===== config.mk =====
export PLATFORM = sky130hd
export DESIGN_NAME = m68k_bus_responder_flat
export DESIGN_NICKNAME = d
export VERILOG_FILES = /design/src/rtl/m68k_bus_responder_if.sv /design/src/rtl/m68k_bus_responder.sv /design/src/flat_wrapper.sv
export SDC_FILE = /design/constraint.sdc
export NUM_CORES = 1
export LEC_CHECK = 0
export CAP_MARGIN = 20
export CORE_AREA = 2 2 110 112
export DETAILED_ROUTE_END_ITERATION = 7
export DIE_AREA = 0 0 112 114
export HOLD_SLACK_MARGIN = 0.02
export PLACE_DENSITY = 0.78
export SYNTH_ARGS = -nofsm -noshare
export SYNTH_HDL_FRONTEND = slang
export SYNTH_SLANG_ARGS = --single-unit

===== constraint.sdc =====
create_clock -name clk_sys -period 4.1 [get_ports clk_sys]
set_input_delay 0.82 -clock clk_sys [delete_from_list [all_inputs] [get_ports clk_sys]]
set_output_delay 0.82 -clock clk_sys [all_outputs]
set_load 0.005 [all_outputs]

===== src/rtl/m68k_bus_responder_if.sv =====
// 68000 CPU bus as seen by the responder: strobes, address and function code in,
// reset/DTACK/BERR and read data out.
interface m68k_bus_responder_if;
   logic        m68k_AS_n;
   logic        m68k_UDS_n;
   logic        m68k_LDS_n;
   logic        m68k_RW;
   logic [23:0] m68k_A;
   logic [2:0]  m68k_FC;
   logic        m68k_RESET_in;
   logic        m68k_DTACK_n;
   logic        m68k_BERR_n;
   logic [15:0] m68k_D_out;
   logic [1:0]  m68k_D_oe;

   modport master (
      output m68k_AS_n, m68k_UDS_n, m68k_LDS_n, m68k_RW,
      output m68k_A, m68k_FC,
      input  m68k_RESET_in, m68k_DTACK_n, m68k_BERR_n,
      input  m68k_D_out, m68k_D_oe
   );

   modport slave (
      input  m68k_AS_n, m68k_UDS_n, m68k_LDS_n, m68k_RW,
      input  m68k_A, m68k_FC,
      output m68k_RESET_in, m68k_DTACK_n, m68k_BERR_n,
      output m68k_D_out, m68k_D_oe
   );
endinterface


===== src/rtl/m68k_bus_responder.sv =====
// Minimal 68000 bus slave: holds the CPU in reset at startup, then answers every
// bus cycle with DTACK (reads return a fixed word) or BERR on timeout.
module m68k_bus_responder #(
   parameter int          RESET_DELAY_BITS = 24,
   parameter int          DTACK_WAIT       = 0,
   parameter int          BERR_TIMEOUT     = 1024,
   parameter logic [15:0] DATA_WORD        = 16'h4E71
) (
   input  logic        clk_sys,
   input  logic        rst,
   m68k_bus_responder_if.slave bus,
   input  logic        dtack_en,
   input  logic [1:0]  led_sel,
   output logic [23:0] last_addr,
   output logic [2:0]  last_fc,
   output logic [31:0] cycle_count,
   output logic        berr_flag,
   output logic [7:0]  led
);

   localparam int TW = $clog2(BERR_TIMEOUT + 1);

   typedef enum logic [1:0] {
      IDLE,
      WAIT,
      ACK,
      BERR
   } state_t;

   state_t state, state_nx;

   logic [1:0] as_sy, uds_sy, lds_sy, rw_sy;
   logic       as_d;
   logic       as_s, uds_s, lds_s, rw_s;

   logic [RESET_DELAY_BITS-1:0] start_cnt;
   logic                        start_done;

   logic [7:0]    wait_cnt, wait_nx;
   logic [TW-1:0] to_cnt, to_nx;
   logic          rw_lat;
   logic          cap, berr_set, count_inc;

   logic        dtack_n, berr_n;
   logic [15:0] d_out;
   logic [1:0]  d_oe;
   logic [7:0]  led_nx;

   assign as_s  = as_sy[1];
   assign uds_s = uds_sy[1];
   assign lds_s = lds_sy[1];
   assign rw_s  = rw_sy[1];

   // Strobes come straight from the CPU; everything below uses these copies.
   always_ff @(posedge clk_sys) begin
      if (rst) begin
         as_sy  <= 2'b11;
         uds_sy <= 2'b11;
         lds_sy <= 2'b11;
         rw_sy  <= 2'b11;
         as_d   <= 1'b1;
      end else begin
         as_sy  <= {as_sy[0], bus.m68k_AS_n};
         uds_sy <= {uds_sy[0], bus.m68k_UDS_n};
         lds_sy <= {lds_sy[0], bus.m68k_LDS_n};
         rw_sy  <= {rw_sy[0], bus.m68k_RW};
         as_d   <= as_s;
      end
   end

   always_ff @(posedge clk_sys) begin
      if (rst) begin
         start_cnt  <= '0;
         start_done <= 1'b0;
      end else if (!start_done) begin
         start_cnt <= start_cnt + RESET_DELAY_BITS'(1);
         if (&start_cnt) start_done <= 1'b1;
      end
   end

   assign bus.m68k_RESET_in = ~start_done;

   always_comb begin
      state_nx  = state;
      wait_nx   = wait_cnt;
      to_nx     = to_cnt;
      cap       = 1'b0;
      berr_set  = 1'b0;
      count_inc = 1'b0;
      unique case (state)
         IDLE: begin
            if (start_done && as_d && !as_s) begin
               state_nx = WAIT;
               cap      = 1'b1;
               wait_nx  = 8'(DTACK_WAIT);
               to_nx    = '0;
            end
         end
         WAIT: begin
            // An aborted cycle wins over both acknowledge and timeout.
            if (as_s) begin
               state_nx = IDLE;
            end else if (dtack_en) begin
               if (wait_cnt == 8'd0) state_nx = ACK;
               else wait_nx = wait_cnt - 8'd1;
            end else begin
               to_nx = to_cnt + TW'(1);
               if (to_nx == TW'(BERR_TIMEOUT)) begin
                  state_nx = BERR;
                  berr_set = 1'b1;
               end
            end
         end
         ACK: begin
            if (as_s) begin
               state_nx  = IDLE;
               count_inc = 1'b1;
            end
         end
         BERR: begin
            if (as_s) state_nx = IDLE;
         end
         default: state_nx = IDLE;
      endcase
   end

   always_comb begin
      led_nx = '0;
      unique case (led_sel)
         2'd0: led_nx = last_addr[23:16];
         2'd1: led_nx = last_addr[15:8];
         2'd2: led_nx = last_addr[7:0];
         2'd3: led_nx = cycle_count[7:0];
         default: led_nx = '0;
      endcase
   end

   always_ff @(posedge clk_sys) begin
      if (rst) begin
         state       <= IDLE;
         wait_cnt    <= '0;
         to_cnt      <= '0;
         rw_lat      <= 1'b0;
         last_addr   <= '0;
         last_fc     <= '0;
         cycle_count <= '0;
         berr_flag   <= 1'b0;
         dtack_n     <= 1'b1;
         berr_n      <= 1'b1;
         d_out       <= '0;
         d_oe        <= '0;
         led         <= '0;
      end else begin
         state    <= state_nx;
         wait_cnt <= wait_nx;
         to_cnt   <= to_nx;
         if (cap) begin
            last_addr <= bus.m68k_A;
            last_fc   <= bus.m68k_FC;
            rw_lat    <= rw_s;
         end
         if (count_inc) cycle_count <= cycle_count + 32'd1;
         if (berr_set) berr_flag <= 1'b1;
         // Bus outputs are registered off the next state so they change with it.
         dtack_n <= (state_nx != ACK);
         berr_n  <= (state_nx != BERR);
         if (state_nx == ACK && rw_lat) begin
            d_out <= DATA_WORD;
            d_oe  <= {~uds_s, ~lds_s};
         end else begin
            d_out <= '0;
            d_oe  <= '0;
         end
         led <= led_nx;
      end
   end

   assign bus.m68k_DTACK_n = dtack_n;
   assign bus.m68k_BERR_n  = berr_n;
   assign bus.m68k_D_out   = d_out;
   assign bus.m68k_D_oe    = d_oe;

endmodule

===== src/flat_wrapper.sv =====
// flat-port wrapper written by rule: the top's interface ports become plain ports
module m68k_bus_responder_flat 
#(
   parameter int          RESET_DELAY_BITS = 24,
   parameter int          DTACK_WAIT       = 0,
   parameter int          BERR_TIMEOUT     = 1024,
   parameter logic [15:0] DATA_WORD        = 16'h4E71
)
  (clk_sys, rst, dtack_en, led_sel, last_addr, last_fc, cycle_count, berr_flag, led, bus_m68k_AS_n, bus_m68k_UDS_n, bus_m68k_LDS_n, bus_m68k_RW, bus_m68k_A, bus_m68k_FC, bus_m68k_RESET_in, bus_m68k_DTACK_n, bus_m68k_BERR_n, bus_m68k_D_out, bus_m68k_D_oe);
  m68k_bus_responder_if bus_i ();
  input  logic clk_sys;
  input  logic rst;
  input  logic dtack_en;
  input  logic [1:0] led_sel;
  output logic [23:0] last_addr;
  output logic [2:0] last_fc;
  output logic [31:0] cycle_count;
  output logic berr_flag;
  output logic [7:0] led;
  input wire logic [$bits(bus_i.m68k_AS_n)-1:0] bus_m68k_AS_n;
  input wire logic [$bits(bus_i.m68k_UDS_n)-1:0] bus_m68k_UDS_n;
  input wire logic [$bits(bus_i.m68k_LDS_n)-1:0] bus_m68k_LDS_n;
  input wire logic [$bits(bus_i.m68k_RW)-1:0] bus_m68k_RW;
  input wire logic [$bits(bus_i.m68k_A)-1:0] bus_m68k_A;
  input wire logic [$bits(bus_i.m68k_FC)-1:0] bus_m68k_FC;
  output wire logic [$bits(bus_i.m68k_RESET_in)-1:0] bus_m68k_RESET_in;
  output wire logic [$bits(bus_i.m68k_DTACK_n)-1:0] bus_m68k_DTACK_n;
  output wire logic [$bits(bus_i.m68k_BERR_n)-1:0] bus_m68k_BERR_n;
  output wire logic [$bits(bus_i.m68k_D_out)-1:0] bus_m68k_D_out;
  output wire logic [$bits(bus_i.m68k_D_oe)-1:0] bus_m68k_D_oe;
  assign bus_i.m68k_AS_n = bus_m68k_AS_n;
  assign bus_i.m68k_UDS_n = bus_m68k_UDS_n;
  assign bus_i.m68k_LDS_n = bus_m68k_LDS_n;
  assign bus_i.m68k_RW = bus_m68k_RW;
  assign bus_i.m68k_A = bus_m68k_A;
  assign bus_i.m68k_FC = bus_m68k_FC;
  assign bus_m68k_RESET_in = bus_i.m68k_RESET_in;
  assign bus_m68k_DTACK_n = bus_i.m68k_DTACK_n;
  assign bus_m68k_BERR_n = bus_i.m68k_BERR_n;
  assign bus_m68k_D_out = bus_i.m68k_D_out;
  assign bus_m68k_D_oe = bus_i.m68k_D_oe;
  m68k_bus_responder #(.RESET_DELAY_BITS(RESET_DELAY_BITS), .DTACK_WAIT(DTACK_WAIT), .BERR_TIMEOUT(BERR_TIMEOUT), .DATA_WORD(DATA_WORD)) u_core (.clk_sys(clk_sys), .rst(rst), .bus(bus_i), .dtack_en(dtack_en), .led_sel(led_sel), .last_addr(last_addr), .last_fc(last_fc), .cycle_count(cycle_count), .berr_flag(berr_flag), .led(led));
endmodule

==> metrics.md <==
| Metric | Value |
|---|---|
| Result of the run | `completed` |
| CTS tree | `built` |
| Largest net degree at the start of global routing | `74` |
| Max Buffers Root-to-Sink | `2` |
| Highest attainable clock frequency | `428 MHz` |
| Hold Fails Final Rpt | `0` |
| Sequential cell area fraction in the yosys report | `0.453` |
| Post-Route Setup TNS | `0 ns` |
| Most frequent cells in the layout | `129 x dfxtp_1, 115 x clkdlybuf4s50_1, 87 x nand2_1, 81 x nor2_1, 56 x a21oi_1` |
| Critical path class | `flip-flop to primary output` |
| Final core occ | `0.644` |
| Die H | `114 um` |
| Clock tree skew after final layout | `0.00830 ns` |
| Count of nets after finishing | `794` |
| Wire length reported by the detailed router | `13.8 mm` |
| Wire length per cell | `between 15 and 20 um` |
| Fillers | `954` |
| Vias per inst | `5.41` |
| Endpoint type of the worst setup path | `primary output` |
| Die Footprint | `~13000 um^2` |
| Die width | `112 um` |
| Number of buffers inserted to repair setup after CTS | `0` |
| Total area of sequential cells | `2580 um^2` |
| Clk root buf | `clkbuf_16` |
| Seq cells post-synth | `129` |
| Starting density of the core | `0.487` |
| Number of warnings reported in the yosys synthesis log | `0` |
| Static Leak | `0.00264 uW` |
| Wire length of the first global-routing pass | `roughly 23 mm` |
| GR Layer Usage met2 | `0.357` |
| Post-route total power | `3130 uW` |
| Power density of the placed cells | `414 nW/um^2` |
| Post-cts resize count | `0` |
| Clock insertion delay at the later pin of the skew report | `around 0.42 ns` |
| Most instantiated flip-flop cell in the synthesis netlist | `dfxtp_1` |
| Final estimated routing congestion in global placement | `0.887` |
| Post-route minimum period | `2.34 ns` |
| Relative slew margins | `0.318` |
| Fraction of registers with async set/reset | `0` |
| Remaining global-route overflow | `0` |
| Total via count in the routed design | `4942` |
| Total half-perimeter wirelength after legalization and detailed placement | `between 9 and 10 mm` |
| Met3 track demand over resource in global routing | `0.0584` |
| Required time at the endpoint of the critical path | `3.28 ns` |
| Number of hold buffers added after cts | `0` |
| Maximum fanout along the worst path | `9` |
| Area delta synth->final | `32.4%` |
| Clock buffer count from CTS | `17` |
| Avg Cell Area, Syn | `around 8.7 um^2` |
| Floorplan row count | `40` |
| Number of ports placed on the die boundary | `roughly 130` |
| Post-place instance area | `6840 um^2` |
| Total core area | `11700 um^2` |
| Setup repair after global routing missed its margin | `false` |
| Clock input transition at the sequential cells of the worst setup and hold paths | `0.05 ns` |
| Count of pins over their slew limit | `0` |
| Worst min path class | `flip-flop to flip-flop` |
| Buffers on Ports | `116` |
| Drt drc | `0` |
| Finished layout cell area | `7550 um^2` |
| Total Routing Usage GR | `0.218` |
| Critical Path Start Type | `flip-flop` |
| Number of synthesized flops with an enable pin | `0` |
| Count of routing violations after the opening detailed-route iteration | `between 200 and 250` |
| Detailed-router iteration count before antenna repair | `5` |
| Clk sinks | `129` |
| H-tree lvl count | `4` |
| Cell Count, Final, Fillers Out | `between 900 and 1000` |
| Actual slew at the worst max-slew pin | `1.02 ns` |
| Gate count of the mapped netlist | `approximately 660` |
| Commonest non-fill, non-tap cell in the layout | `dfxtp_1` |
| Final Setup Violations | `0` |
| Final antenna diode count | `0` |
| Antenna violations before repair | `0` |
| Ratio of cells with drive above 1 in the final layout | `0.0874` |
| Synth unique cells | `54` |
| Area of the multi-input gates | `2850 um^2` |
| Number of global-route vias before repair | `4817` |
| Dpl cells | `882` |
| Most used routing layer | `met2` |
| Ratio of final minimum period to clock period | `0.570` |
| Arrival time at the worst endpoint | `between 1.5 and 2 ns` |
| Post-route antenna net violation count | `0` |
| Number of maximum-capacitance violations | `0` |
| Met1 Track Usage GR | `0.266` |
| VDD IR-drop max | `about 280 uV` |
| Summed instance area of the synthesized netlist | `about 5700 um^2` |
power breakdown:
group,internal (uW),switching (uW)
clock network,1250,539
logic,39.4,35.0
registers,1260,4.23
logic make-up after synthesis:
logic type | Yosys count | synth area share
AND/OR/NAND/NOR | 301 | 0.269
flip-flops | 129 | 0.453
AO/OA/AOI/OAI | 101 | 0.105
buffers and inverters | 60 | 0.0512
XOR/XNOR | 48 | 0.0738
multiplexers | 12 | 0.0386
adder cells (fa/ha/maj) | 4 | 0.00878
other | 1 | 0.000658
layout make-up:
type                            instances  area share
Sequential cell                       129       0.342
Tap cell                              147      0.0244
Multi-Input combinational cell        474       0.378
Timing Repair Buffer                  118       0.156
Clock inverter                         10      0.0302
Inverter                               14     0.00696
Clock buffer                           22      0.0628
per-stage QoR:
stage | hold WS (ns) | setup slack [ns]
2_1_floorplan | 0.368 | 2.07
3_3_place_gp | 0.378 | 1.62
3_5_place_dp | 0.375 | 1.58
4_1_cts | 0.384 | 1.74
5_1_grt | 0.386 | 1.66
6_report | 0.383 | 1.76
synthesized netlist by cell type (3+ instances only):
cell type,count,share of area
dfxtp_1,129,0.45
nand2_1,87,0.057
nor2_1,81,0.053
a21oi_1,56,0.049
xor2_1,28,0.043
clkbuf_1,24,0.016
o21ai_0,24,0.021
nand3_1,22,0.019
xnor2_1,20,0.031
nand4_1,18,0.020
or3_1,17,0.019
buf_4,16,0.021
inv_1,14,0.0092
and2_1,12,0.013
or2_2,11,0.012
and3_1,9,0.0099
nor3_1,9,0.0079
mux4_2,8,0.032
and4_1,6,0.0092
buf_2,5,0.0044
a211oi_1,4,0.0053
ha_1,4,0.0088
mux2i_1,4,0.0070
nor4_1,4,0.0044
a31oi_1,3,0.0033
nor2b_1,3,0.0033
nor4_2,3,0.0066
worst paths after layout:
path                startpoint                 endpoint  slack, ns  depth (start not counted)
min           u_core.lds_sy[1]  u_core.bus.m68k_D_oe[0]       0.38                          1
min reg2reg   u_core.lds_sy[1]  u_core.bus.m68k_D_oe[0]       0.38                          1
max          u_core.start_done        bus_m68k_RESET_in       1.76                          2
max reg2reg    u_core.state[0]       u_core.wait_cnt[6]       1.82                          4
layer usage:
layer  vias up  part of all wire
met5         -                 0
met4         0             0.026
met3        26             0.053
met2       154              0.48
met1      2325              0.44
li1       2437                 -
worst max-delay path, cell delays in order, from the launching register on:
cell	delay [ns]
dfxtp_1	0.54
inv_1	0.11
clkdlybuf4s50_1	0.46
sequential cells by signal, summed over array words and instances (netlist names), 3 cells and up:
signal,flops
u_core.cycle_count,32
u_core.last_addr,24
u_core.start_cnt,24
u_core.to_cnt,11
u_core.led,8
u_core.wait_cnt,8
u_core.last_fc,3
Note: power is estimated with default switching activity, not from simulation.
